<file path="config.mk">
export PLATFORM = sky130hd
export DESIGN_NAME = led_pattern_seq
export DESIGN_NICKNAME = d
export VERILOG_FILES = /design/src/rtl/led_pattern_pkg.sv /design/src/rtl/led_tick_gen.sv /design/src/rtl/led_pattern_seq.sv
export SDC_FILE = /design/constraint.sdc
export NUM_CORES = 1
export LEC_CHECK = 0
export BUFFER_PORTS_ARGS = -buffer_cell sky130_fd_sc_hd__buf_4
export CORE_UTILIZATION = 40
export CTS_CLUSTER_SIZE = 25
export DETAILED_ROUTE_END_ITERATION = 8
export GPL_TIMING_DRIVEN = 1
export PLACE_DENSITY = 0.54
export SLEW_MARGIN = 20
export SYNTH_ARGS = -nofsm -noshare
export SYNTH_HDL_FRONTEND = slang
export SYNTH_SLANG_ARGS = --single-unit
export TNS_END_PERCENT = 30
</file>
<file path="constraint.sdc">
create_clock -name CLK -period 4.5 [get_ports CLK]
set_input_delay 0.45 -clock CLK [delete_from_list [all_inputs] [get_ports CLK]]
set_output_delay 0.45 -clock CLK [all_outputs]
set_load 0.05 [all_outputs]
</file>
<file path="src/rtl/led_pattern_pkg.sv">
// Shared mode encodings, flag types and the per-mode start value for the LED sequencer.
package led_pattern_pkg;

    localparam int SPEED_W = 2;
    localparam int START_W = 64;

    localparam logic [1:0] MODE_FILL   = 2'd0;
    localparam logic [1:0] MODE_CHASE  = 2'd1;
    localparam logic [1:0] MODE_BOUNCE = 2'd2;
    localparam logic [1:0] MODE_BLINK  = 2'd3;

    typedef enum logic {DIR_UP, DIR_DOWN} dir_t;
    typedef enum logic {PH_FILL, PH_DRAIN} phase_t;

    // Callers truncate to their own WIDTH; only bit 0 is ever set.
    function automatic logic [START_W-1:0] mode_start(input logic [1:0] mode);
        logic [START_W-1:0] v;
        v = '0;
        if (mode == MODE_CHASE || mode == MODE_BOUNCE) begin
            v[0] = 1'b1;
        end
        return v;
    endfunction

endpackage

</file>
<file path="src/rtl/led_tick_gen.sv">
// Step-rate prescaler: one-cycle tick every (DIV << speed) enabled clocks, cleared on reload.
module led_tick_gen
    import led_pattern_pkg::*;
#(
    parameter int DIV = 4
) (
    input  logic               clk,
    input  logic               rst_n,
    input  logic               en,
    input  logic               clr,
    input  logic [SPEED_W-1:0] speed,
    output logic               tick
);

    localparam int CW = $clog2(DIV * 8);

    logic [CW-1:0] cnt;
    logic [CW-1:0] term;

    always_comb begin
        term = CW'((DIV << speed) - 1);
    end

    // '>=' lets a speed decrease with cnt already past the new terminal tick at once.
    assign tick = en && !clr && (cnt >= term);

    always_ff @(posedge clk or negedge rst_n) begin
        if (!rst_n) begin
            cnt <= '0;
        end else if (clr) begin
            cnt <= '0;
        end else if (en) begin
            cnt <= tick ? '0 : cnt + CW'(1);
        end
    end

endmodule

</file>
<file path="src/rtl/led_pattern_seq.sv">
// LED pattern sequencer: fill/drain, chase, bounce and blink patterns stepped by led_tick_gen.
module led_pattern_seq
    import led_pattern_pkg::*;
#(
    parameter int WIDTH   = 8,
    parameter int CLK_HZ  = 50_000_000,
    parameter int STEP_HZ = 1
) (
    input  logic               CLK,
    input  logic               RST,
    input  logic               EN,
    input  logic [1:0]         MODE,
    input  logic [SPEED_W-1:0] SPEED,
    output logic [WIDTH-1:0]   Q,
    output logic               STEP,
    output logic               WRAP
);

    localparam int DIV = CLK_HZ / STEP_HZ;
    localparam logic [WIDTH-1:0] ONES = '1;
    localparam logic [WIDTH-1:0] ONE  = WIDTH'(1);

    logic [1:0]       mode_q;
    dir_t             dir, dir_n;
    phase_t           phase, phase_n;
    logic [WIDTH-1:0] q_n;
    logic             step_n, wrap_n;
    logic             tick, reload;
    logic [WIDTH-1:0] start_cur, start_new;
    logic             onehot, legal_fill, legal_drain;

    assign reload    = (MODE != mode_q);
    assign start_cur = WIDTH'(mode_start(mode_q));
    assign start_new = WIDTH'(mode_start(MODE));

    assign onehot      = (Q != '0) && ((Q & (Q - ONE)) == '0);
    assign legal_fill  = ((Q & (Q + ONE)) == '0) && (Q != ONES);
    assign legal_drain = ((~Q & (~Q + ONE)) == '0) && (Q != '0);

    led_tick_gen #(
        .DIV(DIV)
    ) u_tick (
        .clk  (CLK),
        .rst_n(RST),
        .en   (EN),
        .clr  (reload),
        .speed(SPEED),
        .tick (tick)
    );

    always_comb begin
        q_n     = Q;
        dir_n   = dir;
        phase_n = phase;
        step_n  = 1'b0;
        wrap_n  = 1'b0;
        if (reload) begin
            q_n     = start_new;
            dir_n   = DIR_UP;
            phase_n = PH_FILL;
        end else if (tick) begin
            step_n = 1'b1;
            // Any pattern outside the mode's legal set falls back to the start value.
            q_n     = start_cur;
            dir_n   = DIR_UP;
            phase_n = PH_FILL;
            case (mode_q)
                MODE_FILL: begin
                    if (phase == PH_FILL && legal_fill) begin
                        q_n     = {Q[WIDTH-2:0], 1'b1};
                        phase_n = ({Q[WIDTH-2:0], 1'b1} == ONES) ? PH_DRAIN : PH_FILL;
                    end else if (phase == PH_DRAIN && legal_drain) begin
                        q_n     = {Q[WIDTH-2:0], 1'b0};
                        phase_n = ({Q[WIDTH-2:0], 1'b0} == '0) ? PH_FILL : PH_DRAIN;
                    end
                end
                MODE_CHASE: begin
                    if (onehot) begin
                        q_n = {Q[WIDTH-2:0], Q[WIDTH-1]};
                    end
                end
                MODE_BOUNCE: begin
                    if (onehot) begin
                        // Direction flips at each end and the move goes the other way.
                        if (dir == DIR_UP) begin
                            q_n   = Q[WIDTH-1] ? (Q >> 1) : (Q << 1);
                            dir_n = Q[WIDTH-1] ? DIR_DOWN : DIR_UP;
                        end else begin
                            q_n   = Q[0] ? (Q << 1) : (Q >> 1);
                            dir_n = Q[0] ? DIR_UP : DIR_DOWN;
                        end
                    end
                end
                default: begin
                    if (Q == '0 || Q == ONES) begin
                        q_n = ~Q;
                    end
                end
            endcase
            wrap_n = (q_n == start_cur);
        end
    end

    always_ff @(posedge CLK or negedge RST) begin
        if (!RST) begin
            mode_q <= MODE_FILL;
            Q      <= '0;
            STEP   <= 1'b0;
            WRAP   <= 1'b0;
            dir    <= DIR_UP;
            phase  <= PH_FILL;
        end else begin
            mode_q <= MODE;
            Q      <= q_n;
            STEP   <= step_n;
            WRAP   <= wrap_n;
            dir    <= dir_n;
            phase  <= phase_n;
        end
    end

endmodule

</file>
=== Yosys cells after proc, flatten, opt, wreduce, memory -nomap -nowiden ===
Cells that the tools add are included.

* Shift-type cells: 1
* Bitwise gates (word level): 5
* $add $sub $neg: 5
* Eq/ne operators: 9
* Multiplexer cells: 36
* Reduce and logical (&&, ||, !) cells: 20
* Order comparisons: 1

{| class="wikitable"
|+ Operators with widths
! kind !! number
|-
| 2-to-1 mux 8 bit || 12
|-
| 2-to-1 mux 29 bit || 3
|-
| zero test 8 bit || 4
|-
| adder 29 x 1 -> 29 bit (second input constant) || 1
|-
| >= comparator 29 bit || 1
|-
| left shift 26 x 2 -> 29 bit (first input constant) || 1
|-
| subtractor 29 x 2 -> 29 bit (second input constant) || 1
|-
| AND 8 bit || 3
|-
| one-hot mux 8 bit (3 select lines) || 1
|-
| 2-to-1 mux 1 bit || 20
|-
| adder 8 x 1 -> 8 bit (second input constant) || 2
|-
| == test 8 x 1 -> 1 bit || 1
|-
| == test 8 bit (second input constant) || 1
|-
| inequality test 8 bit (second input constant) || 1
|-
| inverter 8 bit || 1
|-
| nonzero test 8 bit || 1
|-
| subtractor 8 x 1 -> 8 bit (second input constant) || 1
|-
| == test 7 bit (second input constant) || 1
|-
| logical AND 1 bit || 7
|-
| zero test 7 bit || 1
|-
| == test 2 x 1 -> 1 bit (second input constant) || 2
|-
| == test 2 bit (second input constant) || 2
|-
| nonzero test 2 bit || 2
|-
| logical OR 1 bit || 3
|-
| 4 further kinds || 4
|}

* Flip-flop bits (word level): 43

=== Depth between registers and ports, before layout ===
* Depth in word-level cells: 14
* Depth in mapped cells: 12
* Mapped depth without buffers: 11

=== Modules after synthesis ===
A second synthesis with hierarchy kept.

* Cells, all modules: 471
* Area, all modules: 3,696.0 µm²

{| class="wikitable"
|+ Modules (own cells, without submodules)
! module !! area an instance (µm²) !! cells each !! sequential area each (µm²) !! times used
|-
| led_tick_gen || 2,478.6 || 314 || 725.7 || 1
|-
| led_pattern_seq || 1,217.4 || 157 || 350.3 || 1
|}

=== Least setup slack after synthesis ===
No wires, ideal clock.

* Path kind: input to register
* From: in SPEED[1]
* To: reg WRAP
* Data arrival time: 2,645 ps
* Cell stages on the path: 11
* Path slack: 1,774 ps
* Buffers on the path: 1
* Setup time: 80 ps
* Cells stage by stage: or2_2 ha_1 ha_1 nand4_1 nor4_1 a22oi_1 a41o_1 clkbuf_1 a211oi_1 nand4_1 nor3_2

* Cells in the longest elaborated chain, start to end: 6

{| class="wikitable"
|+ RTL lines
! element !! RTL line !! text
|-
| from (decl) || led_pattern_seq.sv:13 || <nowiki>input logic [SPEED_W-1:0] SPEED,</nowiki>
|-
| left shift 26 x 2 -> 29 bit || led_tick_gen.sv:21 || <nowiki>term = CW'((DIV << speed) - 1);</nowiki>
|-
| subtractor 29 x 2 -> 29 bit || led_tick_gen.sv:21 ||
|-
| >= comparator 29 bit || led_tick_gen.sv:25 || <nowiki>assign tick = en && !clr && (cnt >= term);</nowiki>
|-
| logical AND 1 bit || led_tick_gen.sv:25 ||
|-
| 2-to-1 mux 1 bit || led_pattern_seq.sv:61 || <nowiki>end else if (tick) begin</nowiki>
|-
| 2-to-1 mux 1 bit || led_pattern_seq.sv:57 || <nowiki>if (reload) begin</nowiki>
|-
| via wrap_n || led_pattern_seq.sv:27 || <nowiki>logic step_n, wrap_n;</nowiki>
|-
| to (signal assigned) || led_pattern_seq.sv:116 || <nowiki>WRAP <= wrap_n;</nowiki>
|-
| to (decl) || led_pattern_seq.sv:16 || <nowiki>output logic WRAP</nowiki>
|}

The timed path passes the listed nets, and every way through them passes these cells.
A chain may end at the register's enable or synchronous reset.

=== Worst setup path after layout ===
* From: in SPEED[1]
* To: reg u_tick.cnt[19]

* Cells in the longest elaborated chain, start to end: 7

{| class="wikitable"
|+ RTL lines
! element !! RTL line !! text
|-
| left shift 26 x 2 -> 29 bit || led_tick_gen.sv:21 ||
|-
| subtractor 29 x 2 -> 29 bit || led_tick_gen.sv:21 ||
|-
| >= comparator 29 bit || led_tick_gen.sv:25 ||
|-
| logical AND 1 bit || led_tick_gen.sv:25 ||
|-
| 2-to-1 mux 29 bit || led_tick_gen.sv:33 || <nowiki>cnt <= tick ? '0 : cnt + CW'(1);</nowiki>
|-
| 2-to-1 mux 29 bit || led_tick_gen.sv:32 || <nowiki>end else if (en) begin</nowiki>
|-
| 2-to-1 mux 29 bit || led_tick_gen.sv:30 || <nowiki>end else if (clr) begin</nowiki>
|-
| to (signal assigned) || led_tick_gen.sv:33 ||
|-
| to (decl) || led_tick_gen.sv:17 || <nowiki>logic [CW-1:0] cnt;</nowiki>
|}

Every way passes these cells. The select of a mux whose other input is x is not followed.

==> impl_metrics.py <==
metrics = {
    "outcome": {
        "status": "complete, no violations",
    },
    "pwr": {
        "p_per_area_nw_per_um2": 226,
        "peakVddDrop_v": 0.000110,
        "power_leakage_nw": 1.59,
    },
    "layout": {
        "layout_commonest_cell": "nor2_1",
        "num-fill-cells": 866,
        "layout_common_cells": "nor2_1, dfrtp_1, nand2_1",
        "drive_above_1_share_pct": 11.5,
        "fin_nets": 451,
        "syn_to_final_growth_pct": 7.26,
        "diodes": 0,
    },
    "detailed_routing": {
        "antenna_left": 0,
        "drtIter0Drc": 221,
        "drc": 0,
        "wl_um": 8430,
        "first_pass_iters": 4,
        "wl_per_cell_um": 16.1,
        "dr_total_vias": 3002,
        "via_per_inst": 5.73,
    },
    "timing": {
        "finalHoldViolCount": 0,
        "tightest_slew_ns": 0.883,
        "layout_setup_ws_ns": 1.51,
        "min_period_over_period_pct": 66.4,
        "max_slew_margin_pct": 41.0,
        "setup_violations": 0,
        "drv_slew": 0,
        "setup_tns_ns": 0,
        "timing.fmax_mhz": 335,
        "min_period_ns": 2.99,
        "grt_setup_unrepaired": "no",
        "worst_clock_skew_ns": 0.0128,
    },
    "logic_synthesis": {
        "ys_seq_area_share_pct": 30.6,
        "syn_inst": 414,
        "ys_types": 67,
        "synth_seq_cells": 43,
        "async_flop_share_pct": 100,
        "synth_edf_count": 0,
        "avgSynthCellArea_um2": 8.49,
        "synth_flop_cell": "dfrtp_1",
        "netlist_area_um2": 3520,
        "synth.largest_area_cell": "dfrtp_1",
        "yosys_warnings": 0,
        "synth.area.top_cells": "dfrtp_1, ha_1, nor2_1",
        "netlist.area_leader.share_pct": 30.6,
    },
    "cts": {
        "cts_buffer_depth": 2,
        "cts_tree": "built",
        "cts.htree.levels": 2,
        "cts_setup_buffers": 0,
        "cts_sinks": 43,
        "clk_pin_slew_ns": 0.09,
        "cts_hold_buf": 0,
        "cts_buffers": 5,
        "clock_latency_ns": 0.30,
        "cts.repair.resized": 0,
        "cts_root_buf": "clkbuf_8",
    },
    "die": {
        "io_pins": 17,
        "die_area_um2": 9170,
        "placementRows": 33,
        "start_util_pct": 42.2,
        "die_x_um": 95.8,
        "fp.dieH_um": 95.8,
        "core_um2": 8340,
    },
    "setup_path": {
        "arrival_ns": 3.14,
        "rrSetupSlack_ns": 1.65,
        "critPathMaxFanout": 25,
        "path_cells": "buf_4 > or2_2 > ha_1 > ha_1 > nand4_1 > nor4_1 > a22oi_1 > nand4_1 > nand2_1 > nand2_1 > nor2_1",
        "crit_family": "simple AND/OR/NAND/NOR gates",
        "cp-start-kind": "primary input",
        "crit_cells": 11,
        "rr_worst_depth": 7,
        "crit_type": "in -> reg",
        "endpoint_kind": "flop",
        "slowest_stage": "nand2_1",
        "critPathMaxStageDelay_ns": 0.66,
        "cp.required_ns": 4.65,
        "crit_buf_inv": 1,
    },
    "worst_hold_path": {
        "hold_path.class": "in -> async",
    },
    "grt": {
        "grt_use_total_pct": 20.2,
        "grt_pass1_vias": 2741,
        "grt_pass1_wl_um": 14200,
        "grt_max_degree": 44,
        "antenna_found_initial": 0,
        "gr-total-overflow": 0,
    },
    "place": {
        "finalWeightedCongestion": 0.868,
        "dp_slack_ns": 1.16,
        "dp_hpwl_um": 6290,
        "port_buffers": 16,
    },
    "job": {
        "max_cap_viol_count": 0,
    },
}
-- stage by stage --
step / utilization [%] / instance area, um2 / hold slack, ns / power [W] / instances
CTS: 45.2 / 3770 / 0.147 / 0.000864 / 524
detailed placement: 43.8 / 3660 / 0.483 / 0.000552 / 516
finish: 45.2 / 3770 / 0.125 / 0.000853 / 524
floorplan: - / 3520 / 0.154 / 0.000511 / 415
global route: 45.2 / 3770 / 0.168 / 0.000897 / 524
global placement: 43.8 / 3660 / 0.478 / 0.000551 / 516
-- kinds of logic after synthesis --
logic type | synth area share [%]
compound gates | 19.1
xor+xnor | 7.22
fa+ha+maj | 9.25
buf+inv | 5.30
flops | 30.6
mux | 0.605
other cells | 0.107
simple gates | 27.8
-- report_power, final --
group,switching (W),internal (W)
Sequential,0.0000101,0.000389
Clock,0.000142,0.000167
Combinational,0.0000932,0.0000511
-- sequential cells by signal (all words and copies together), names as in the netlist --
| signal | flops |
|---|---|
| u_tick.cnt | 29 |
| STEP | 1 |
| WRAP | 1 |
| dir | 1 |
| mode_q | 2 |
| phase | 1 |
| Q | 8 |
-- cell usage after synthesis (all sizes together) (11+ instances only) --
cell and count:
nor2 47, nand4 18, xnor2 16, xor2 13
ha 26, a21oi 19, inv 19, dfrtp 43
nor3 12, o21ai 14, nand3 28, buf 11
nand2 39
-- area by class of cell --
type | instances | area, um2 | share of cell area, %
clock buffers | 5 | 68.8 | 1.82
well taps | 105 | 131 | 3.48
multi-input cells | 333 | 2260 | 59.9
clock inverters | 3 | 46.3 | 1.23
inverters | 19 | 71.3 | 1.89
flip-flops and latches | 43 | 1080 | 28.5
repair buffers | 16 | 120 | 3.19
-- layer usage --
metal / track usage [%] / wire [um]
met5: 0 / 0
met4: 3.73 / 59
met3: 2.84 / 390
met2: 28.2 / 3430
met1: 32.7 / 4550
-- final timing paths --
check,from,endpoint
max,SPEED[1],u_tick.cnt[19]$_DFFE_PN0P_
min reg2reg,u_tick.cnt[1]$_DFFE_PN0P_,u_tick.cnt[1]$_DFFE_PN0P_
min,RST,u_tick.cnt[9]$_DFFE_PN0P_
max reg2reg,Q[4]$_DFFE_PN0P_,WRAP$_DFF_PN0_
max in group asynchronous,RST,Q[2]$_DFFE_PN0P_
min in group CLK,MODE[0],mode_q[0]$_DFF_PN0_
-- worst reg2reg max path, stage by stage (launching register included) --
cell and delay [ns]:
dfrtp_1 0.81, a2111oi_1 0.23, nor2_1 0.12, nor2b_1 0.62, o31ai_1 0.29, a2111oi_2 0.34, nand4_1 0.15, nor3_2 0.22
(Power assumes the default switching activity.)
